<file path="config.mk">
export PLATFORM = sky130hd
export DESIGN_NAME = bank_spi_loader
export DESIGN_NICKNAME = d
export VERILOG_FILES = /design/src/rtl/bank_spi_loader.sv
export SDC_FILE = /design/constraint.sdc
export NUM_CORES = 1
export LEC_CHECK = 0
export CAP_MARGIN = 40
export CORE_ASPECT_RATIO = 0.9
export CORE_MARGIN = 2
export CORE_UTILIZATION = 61
export CTS_CLUSTER_DIAMETER = 200
export CTS_CLUSTER_SIZE = 14
export DETAILED_ROUTE_END_ITERATION = 8
export DONT_BUFFER_PORTS = 1
export GPL_TIMING_DRIVEN = 0
export PLACE_DENSITY = 0.77
export SLEW_MARGIN = 20
export SYNTH_ARGS = -nofsm -noshare
export SYNTH_HDL_FRONTEND = slang
export SYNTH_SLANG_ARGS = --single-unit
export TNS_END_PERCENT = 1
</file>
<file path="constraint.sdc">
create_clock -name clk -period 4.45 [get_ports clk]
set_clock_uncertainty 0.1 [all_clocks]
set_input_delay 0.6675 -clock clk [delete_from_list [all_inputs] [get_ports clk]]
set_output_delay 0.6675 -clock clk [all_outputs]
set_load 0.03 [all_outputs]
</file>
<file path="src/rtl/bank_spi_loader.sv">
// SPI-slave (mode 0) loader that writes MSB-first bytes into a bank's port B at addresses 0, 1, 2, ...
// Optional feature macro: LOADER_CHECKSUM_EN adds a modulo-2^DATA_WIDTH sum of the written words.
module bank_spi_loader #(
    parameter int ADDR_WIDTH = 13,
    parameter int DATA_WIDTH = 8,
    parameter int DATA_DEPTH = 1024
) (
    input  logic                  clk,
    input  logic                  rst_n,
    input  logic                  load_start,
    input  logic                  spi_sclk,
    input  logic                  spi_cs_n,
    input  logic                  spi_mosi,
    output logic [ADDR_WIDTH-1:0] addr_b,
    output logic [DATA_WIDTH-1:0] data_b,
    output logic                  wrenb,
    output logic                  csen,
    output logic                  busy,
    output logic                  done,
    output logic                  overflow,
    output logic [ADDR_WIDTH:0]   word_cnt
`ifdef LOADER_CHECKSUM_EN
    ,
    output logic [DATA_WIDTH-1:0] checksum
`endif
);

    localparam int CNT_W = $clog2(DATA_WIDTH + 1);
    localparam logic [CNT_W-1:0] BIT_LAST = CNT_W'(DATA_WIDTH - 1);
    localparam logic [ADDR_WIDTH:0] WORD_LAST = (ADDR_WIDTH + 1)'(DATA_DEPTH - 1);

    typedef enum logic [2:0] {IDLE, ARMED, SHIFT, WRITE, DONE} state_t;

    state_t state, state_nx;

    logic sclk_p0, sclk_p1, sclk_p2, sclk_rise_p3;
    logic cs_p0, cs_p1, cs_p2, cs_rise_p3;
    logic mosi_p0, mosi_p1, mosi_p2;

    logic [DATA_WIDTH-1:0] shift_reg;
    logic [CNT_W-1:0]      bit_cnt;
    logic [ADDR_WIDTH-1:0] addr;
    logic                  full;

    // Synchronizers (p0/p1), edge history (p2) and registered edge pulses (p3).
    // mosi_p2 lines up with the sclk edge that sclk_rise_p3 reports.
    always_ff @(posedge clk or negedge rst_n) begin
        if (!rst_n) begin
            sclk_p0      <= 1'b0;
            sclk_p1      <= 1'b0;
            sclk_p2      <= 1'b0;
            sclk_rise_p3 <= 1'b0;
            cs_p0        <= 1'b1;
            cs_p1        <= 1'b1;
            cs_p2        <= 1'b1;
            cs_rise_p3   <= 1'b0;
            mosi_p0      <= 1'b0;
            mosi_p1      <= 1'b0;
            mosi_p2      <= 1'b0;
        end else begin
            sclk_p0      <= spi_sclk;
            sclk_p1      <= sclk_p0;
            sclk_p2      <= sclk_p1;
            sclk_rise_p3 <= sclk_p1 & ~sclk_p2;
            cs_p0        <= spi_cs_n;
            cs_p1        <= cs_p0;
            cs_p2        <= cs_p1;
            cs_rise_p3   <= cs_p1 & ~cs_p2;
            mosi_p0      <= spi_mosi;
            mosi_p1      <= mosi_p0;
            mosi_p2      <= mosi_p1;
        end
    end

    always_ff @(posedge clk or negedge rst_n) begin
        if (!rst_n) state <= IDLE;
        else        state <= state_nx;
    end

    always_comb begin
        state_nx = state;
        case (state)
            IDLE:  if (load_start) state_nx = ARMED;
            ARMED: if (!cs_p1) state_nx = SHIFT;
            SHIFT: begin
                if (cs_rise_p3)
                    state_nx = DONE;
                else if (sclk_rise_p3 && bit_cnt == BIT_LAST)
                    state_nx = WRITE;
            end
            // A chip-select release seen during the write still lets the word land first.
            WRITE: state_nx = (word_cnt == WORD_LAST || cs_p1) ? DONE : SHIFT;
            DONE:  state_nx = IDLE;
            default: state_nx = IDLE;
        endcase
    end

    assign wrenb = (state == WRITE);
    assign csen  = (state == WRITE);
    assign done  = (state == DONE);
    assign busy  = (state == ARMED) || (state == SHIFT) || (state == WRITE);

    always_ff @(posedge clk or negedge rst_n) begin
        if (!rst_n) begin
            shift_reg <= '0;
            bit_cnt   <= '0;
            addr      <= '0;
            addr_b    <= '0;
            data_b    <= '0;
            word_cnt  <= '0;
            overflow  <= 1'b0;
            full      <= 1'b0;
`ifdef LOADER_CHECKSUM_EN
            checksum  <= '0;
`endif
        end else begin
            case (state)
                IDLE: begin
                    if (load_start) begin
                        addr     <= '0;
                        word_cnt <= '0;
                        overflow <= 1'b0;
                        full     <= 1'b0;
`ifdef LOADER_CHECKSUM_EN
                        checksum <= '0;
`endif
                    end else if (full && !cs_p1 && sclk_rise_p3) begin
                        overflow <= 1'b1;
                    end
                end
                ARMED: bit_cnt <= '0;
                SHIFT: begin
                    if (sclk_rise_p3 && !cs_rise_p3) begin
                        shift_reg <= {shift_reg[DATA_WIDTH-2:0], mosi_p2};
                        bit_cnt   <= bit_cnt + CNT_W'(1);
                        // Present the completed word on port B for the write cycle.
                        if (bit_cnt == BIT_LAST) begin
                            data_b <= {shift_reg[DATA_WIDTH-2:0], mosi_p2};
                            addr_b <= addr;
                        end
                    end
                end
                WRITE: begin
                    addr     <= addr + ADDR_WIDTH'(1);
                    word_cnt <= word_cnt + (ADDR_WIDTH + 1)'(1);
                    bit_cnt  <= '0;
                    if (word_cnt == WORD_LAST) full <= 1'b1;
`ifdef LOADER_CHECKSUM_EN
                    checksum <= checksum + data_b;
`endif
                end
                default: ;
            endcase
        end
    end

endmodule

</file>
==> results.py <==
metrics = {
    "status": {
        "run_status": "complete, no violations",
    },
    "global_route": {
        "antenna_violations_before_repair": 0,
        "global_route.overflow_total": 0,
        "grt_pass1_vias": 2081,
        "gr-usage-all-layers": 0.235,
        "largest_net_degree_at_the_start_of_global_routing": 73,
        "wire_length_of_the_first_global_routing_pass_um": 10500,
    },
    "sta": {
        "fin_tns_setup_ns": 0,
        "min_period_ns": 2.63,
        "finalSetupViolations": 0,
        "maxSlewViolCount": 0,
        "max_freq_ghz": 0.381,
        "period_share": 0.590,
        "timing_hold_violations_final": 0,
        "hold-worst-slack_ns": 0.0530,
        "least_margin_pin_slew_ns": 0.540,
        "worst_slew_margin_rel": 0.639,
        "rsz0062_at_grt": "false",
    },
    "route": {
        "drtPass1Iterations": 4,
        "post_drt_wl_per_cell_um": 17.8,
        "overall_routed_net_length_um": 6480,
        "drtIter0Drc": 159,
        "drt_drc_violations_left": 0,
        "postRouteAntennaNets": 0,
        "vias_per_cell": 6.10,
        "routed-via-count": 2213,
    },
    "layout": {
        "diodes": 0,
        "fill_cells": 366,
        "multi_input_gate_area_in_the_final_layout_um2": 1320,
        "drive_gt1_frac": 0.223,
        "registers_with_the_most_flip_flops": "word_cnt (14), addr (13), addr_b (13)",
        "finalNetCount": 300,
        "flow.area_growth_from_synthesis_pct": 10.5,
        "registers.top_by_ff_count": "word_cnt",
        "ff_latch_area_um2": 1880,
        "final_util": 0.698,
        "largest_reg_flops": 14,
    },
    "power_and_ir_drop": {
        "max-vdd-ir-drop_uv": 279,
        "total_power_per_unit_cell_area_nw_per_um2": 472,
        "static-leakage-power_nw": 1.81,
    },
    "worst_setup_path": {
        "critPathRequiredTime_ns": 3.68,
        "worstSetupPathType": "reg -> out",
        "worstReg2RegStart": "word_cnt[0]$_DFFE_PN0P_",
        "worstSetupEndpointType": "primary output",
        "cp_max_fo": 10,
        "setup.worst_path.start": "state[0]$_DFFE_PN0P_",
        "cp-start-kind": "flip-flop",
        "worst-endpoint-arrival_ns": 1.86,
    },
    "clock_network": {
        "tritoncts.num_buffers": 9,
        "clk_latency_ns": 0.35,
        "cts.repair.resized": 0,
        "cts.path.max_buffers": 2,
        "cts.hold.buffers_added": 1,
        "cts_tree": "done",
        "cts_sinks": 75,
        "postCtsSetupRepairBufs": 0,
        "cts_max_level": 3,
        "clk_tree_root_cell": "clkbuf_8",
        "clk_transition_reported_paths_ns": 0.08,
    },
    "placed_design": {
        "place.port_buffers": 0,
        "gp_routability_congestion": 0.789,
        "place_hpwl_um": 4000,
    },
    "synth": {
        "syn_avg_cell_area_um2": 11.9,
        "synth_edf_count": 0,
        "synth_top_flop_cell": "dfrtp_1",
        "synthCells": 278,
        "synth_largest_type_area_fraction": 0.543,
        "synth_warnings": 0,
        "synth.largest_area_cell": "dfrtp_1",
        "synth_cell_type_count": 48,
        "synth_nets": 287,
        "synth-async-reset-ratio": 1.00,
        "synth-seq-cells": 75,
        "syn-cell-area_um2": 3320,
        "ys_top_cells_by_area": "dfrtp_1 54%, mux2_4 9.0%, o21ai_0 3.5%, nand2_1 3.2%, mux2i_1 3.0%",
        "ys_seq_area_frac": 0.567,
    },
    "floorplanning": {
        "dieHeight_um": 74.0,
        "placementRows": 25,
        "floorplan.die_area_um2": 6050,
        "fp.dieW_um": 81.8,
        "coreArea_um2": 5260,
        "ioPinCount": 46,
        "initial_core_util": 0.632,
    },
    "min_path": {
        "hp-class": "in -> async",
    },
    "job": {
        "max-cap-violations": 0,
    },
}
report_power, final:
group / internal (W) / switching, W / total [W]
logic: 0.000115 / 0.000216 / 0.000331
registers: 0.000735 / 0.0000750 / 0.000810
clock network: 0.000334 / 0.000257 / 0.000591
total: 0.00118 / 0.000548 / 0.00173
cell usage after synthesis (2+ instances only):
master and number:
dfstp_2 3, and4_1 2, nor2_1 13, a31oi_1 4, nor2b_1 4, dfrtp_1 72, or4_1 2, o21ai_0 23
mux2_4 20, or3_1 2, nand4_1 10, a21oi_1 7, ha_1 3, nand3_1 13, buf_12 2, o21ai_1 3
buf_2 5, buf_4 2, and3_1 8, inv_1 5, clkbuf_1 4, nand2_1 28, mux2i_1 10, xnor2_1 2
mux2_2 8
cell families after synthesis:
group                    count (synthesis)  synth area share
AO/OA/AOI/OAI                           45            0.0769
XOR/XNOR                                 3           0.00792
adder cells (fa/ha/maj)                  3            0.0113
buffers and inverters                   20            0.0369
flip-flops                              75             0.567
multiplexers                            38             0.148
AND/OR/NAND/NOR                         94             0.153
metrics by stage:
step           instance area, um^2  setup slack [ns]  total power (W)  cells
6_report                      3670              1.82          0.00173    363
3_3_place_gp                  3400              1.89          0.00112    345
2_1_floorplan                 3320              2.18          0.00106    278
5_1_grt                       3670              1.70          0.00182    363
4_1_cts                       3660              1.47          0.00174    362
3_5_place_dp                  3400              1.87          0.00113    345
placed cells by master (no fill, tap or decap), types with 4 or more instances in the layout:
| cell type | instances |
|---|---|
| nor2_1 | 13 |
| mux2i_1 | 10 |
| mux2_4 | 20 |
| dfrtp_1 | 72 |
| nor2b_1 | 4 |
| and3_1 | 8 |
| mux2_2 | 8 |
| o21ai_0 | 23 |
| a21oi_1 | 7 |
| clkbuf_1 | 5 |
| inv_1 | 5 |
| nand4_1 | 10 |
| clkbuf_8 | 10 |
| nand3_1 | 13 |
| a31oi_1 | 4 |
| buf_2 | 5 |
| nand2_1 | 28 |
metal layers:
layer	part of all wire	GRT usage	wire length [um]
met1	0.43	0.318	2770
met2	0.47	0.347	3040
met3	0.088	0.101	569
met4	0.015	0.0759	100
met5	0	0	0
final cells by class:
cell class,count,share of cell area
Multi-Input combinational cell,183,0.359
Sequential cell,75,0.513
Clock buffer,11,0.0385
Buffer,15,0.0283
Tap cell,67,0.0229
Clock inverter,5,0.0232
Timing Repair Buffer,2,0.0106
Inverter,5,0.00512
worst max-delay path, stage by stage (launching register included):
cell	delay (ns)
dfrtp_1	0.36
buf_2	0.21
nand3b_1	0.13
inv_1	0.21
buf_1	0.22
buf_6	0.20
buf_4	0.18
path summary, 6_finish.rpt:
path | slack (ns) | cells after the start | end
worst max-delay path | 1.82 | 6 | wrenb
max in group asynchronous | 3.88 | 1 | word_cnt[1]$_DFFE_PN0P_
worst min register to register | 0.25 | 0 | sclk_p1$_DFF_PN0_
min in group clk | 0.21 | 0 | cs_p0$_DFF_PN1_
worst min-delay path | 0.05 | 0 | cs_p2$_DFF_PN1_
worst max register to register | 2.32 | 6 | word_cnt[10]$_DFFE_PN0P_
Note: power is estimated with default switching activity, not from simulation.
==> variant (same flow settings) <==
`ADDR_WIDTH`: 13 -> 14.
--- a/src/rtl/bank_spi_loader.sv
+++ b/src/rtl/bank_spi_loader.sv
@@ -1,7 +1,7 @@
 // SPI-slave (mode 0) loader that writes MSB-first bytes into a bank's port B at addresses 0, 1, 2, ...
 // Optional feature macro: LOADER_CHECKSUM_EN adds a modulo-2^DATA_WIDTH sum of the written words.
 module bank_spi_loader #(
-    parameter int ADDR_WIDTH = 13,
+    parameter int ADDR_WIDTH = 14,
     parameter int DATA_WIDTH = 8,
     parameter int DATA_DEPTH = 1024
 ) (
Ports: changed (resized addr_b and word_cnt); port bits go from 46 to 48. No check against the original RTL was run, so the function may have changed too.
==> variant against the original RTL <==
Count of clock-buffer cells in the layout rose by 3. Global-route usage fell by 0.28 points. Final area down 1.6%. Worst setup slack better by 58 ps. Power shrank 1.0%. Sequential cell count rose by 3. Area after synthesis decreased by 0.30%. Routed wire length is 7.9% lower.
==> variant: results (changes against the original RTL) <==
----------------------------------------------------
[Routing]
  First DRT Iteration DRCs ... 109 (-31%)
  Final WL ... 5970 µm (-7.9%)
  Overall via count from detail_route ... 2,118 (-4.3%)

[GRT]
  Global Route met1 Usage ... 31.3% (-0.47 points)
  Overall fraction of global-route tracks in use ... 23.2% (-0.28 points)
  Routing usage on met3 ... 9.58% (-0.49 points)
  Via count of the first global-routing pass ... 2,160 (+3.8%)
  Met2 usage ... 34.3% (-0.35 points)
  Wire length of the first global-routing pass ... 10,500 µm (-0.46%)
  Maximum number of pins on one net before global-route repair ... 76 (+4.1%)

[Timing]
  Tightest hold margin ... 56.4 ps (+3.34 ps)
  Pin slew with the least headroom to its limit ... 646 ps (+106 ps)

[Critical path]
  Worst Path Arrival ... 1800 ps (-60 ps)
  Reg2reg setup slack ... 2380 ps (+60 ps)
  Peak fanout along the critical path ... 11 (+1)
  Worst R2R Start ... cs_rise_p3$_DFF_PN0_
  R2R depth ... 5 (-1)

[Logic synthesis]
  Sequential area share after synthesis ... 59.1% (+2.4 points)
  Compound-Gate Fraction of Synth Area ... 9.64% (+2.0 points)
  Top cell types by occurrence after synthesis ... sky130_fd_sc_hd__dfrtp_1, sky130_fd_sc_hd__mux2_2, sky130_fd_sc_hd__nand2_1
  Cell types with the largest area share after synthesis ... sky130_fd_sc_hd__dfrtp_1, sky130_fd_sc_hd__mux2_2, sky130_fd_sc_hd__nand2_1, sky130_fd_sc_hd__mux2i_1, sky130_fd_sc_hd__dfstp_2
  Number of cells produced by synthesis ... 269 (-3.2%)
  Parity-gate share of the synthesized area counting xor and xnor cells ... 1.06% (+0.27 points)
  Net count after synthesis ... 278 (-3.1%)
  Synth Area in Adders ... 1.13% (+0.0034 points)
  Mux share of post-synthesis cell area ... 12.3% (-2.5 points)

[Layout]
  Finished Layout Cells ... 353 (-2.8%)
  Area taken by flip-flops and latches ... 1960 µm² (+4.0%)
  Share of cells above drive strength 1 ... 22.7% (+0.43 points)
  Number of nets in the layout ... 290 (-3.3%)
  Filler cell count ... 382 (+4.4%)

[Run status]
  Result of the run ... finished, final reports clean

[Power and ir drop]
  Static power due to leakage ... 1.71 nW (-5.5%)
  Peak VDD IR ... 0.308 mV (+11%)

[Placement]
  DP Cell Count ... 336 (-2.6%)

----------------------------------------------------
[variant: cell types whose count changed after synthesis, sizes merged, moves of 3 or more]
| cell | unedited run | this run |
|---|---|---|
| o21ai | 26 | 14 |
| o211ai | 1 | 5 |
| dfrtp | 72 | 75 |
| and3 | 8 | 5 |
| nand4 | 11 | 6 |
| inv | 5 | 1 |
| xor2 | 1 | 4 |
| o31ai | 1 | 6 |
[variant: per-layer routing]
layer	part of all wire (%)	routed length, µm
met5	0	0
met4	1.2	72
met3	6.3	377
met2	47	2810
met1	45	2710
[variant: worst max-delay path by stage]
stage | startpoint | endpoint | slack [ps] | cells past startpoint
after detailed placement | state[0]$_DFFE_PN0P_ | wrenb | 2270 | 5
after CTS | state[0]$_DFFE_PN0P_ | wrenb | 1870 | 5
after floorplan | state[0]$_DFFE_PN0P_ | wrenb | 2450 | 5
after global placement | state[0]$_DFFE_PN0P_ | wrenb | 2270 | 5
after global routing | state[0]$_DFFE_PN0P_ | wrenb | 1740 | 5
final | state[0]$_DFFE_PN0P_ | wrenb | 1880 | 5
[variant: cell type report]
cell class / count / share of cell area (%)
clock inverter: 2 / 0.416
clock buffer: 14 / 4.79
buffer: 13 / 2.32
inverter: 1 / 0.104
timing repair buffer: 1 / 0.763
tap: 67 / 2.32
sequential: 78 / 54.2
multi-input combinational: 177 / 35.1
[variant: report_power, final]
part           leakage [nW]  switching [mW]  total (mW)  internal, mW
logic                 0.576           0.238       0.363         0.124
clock network        0.0889           0.239       0.488         0.249
registers              1.05          0.0871       0.864         0.777
total                  1.71           0.565        1.71          1.15
[variant: repair_timing]
action,in CTS,in global routing
hold buffers,1,0
setup buffers,0,0
setup endpoints to repair,0,0
hold endpoints to repair,75,0
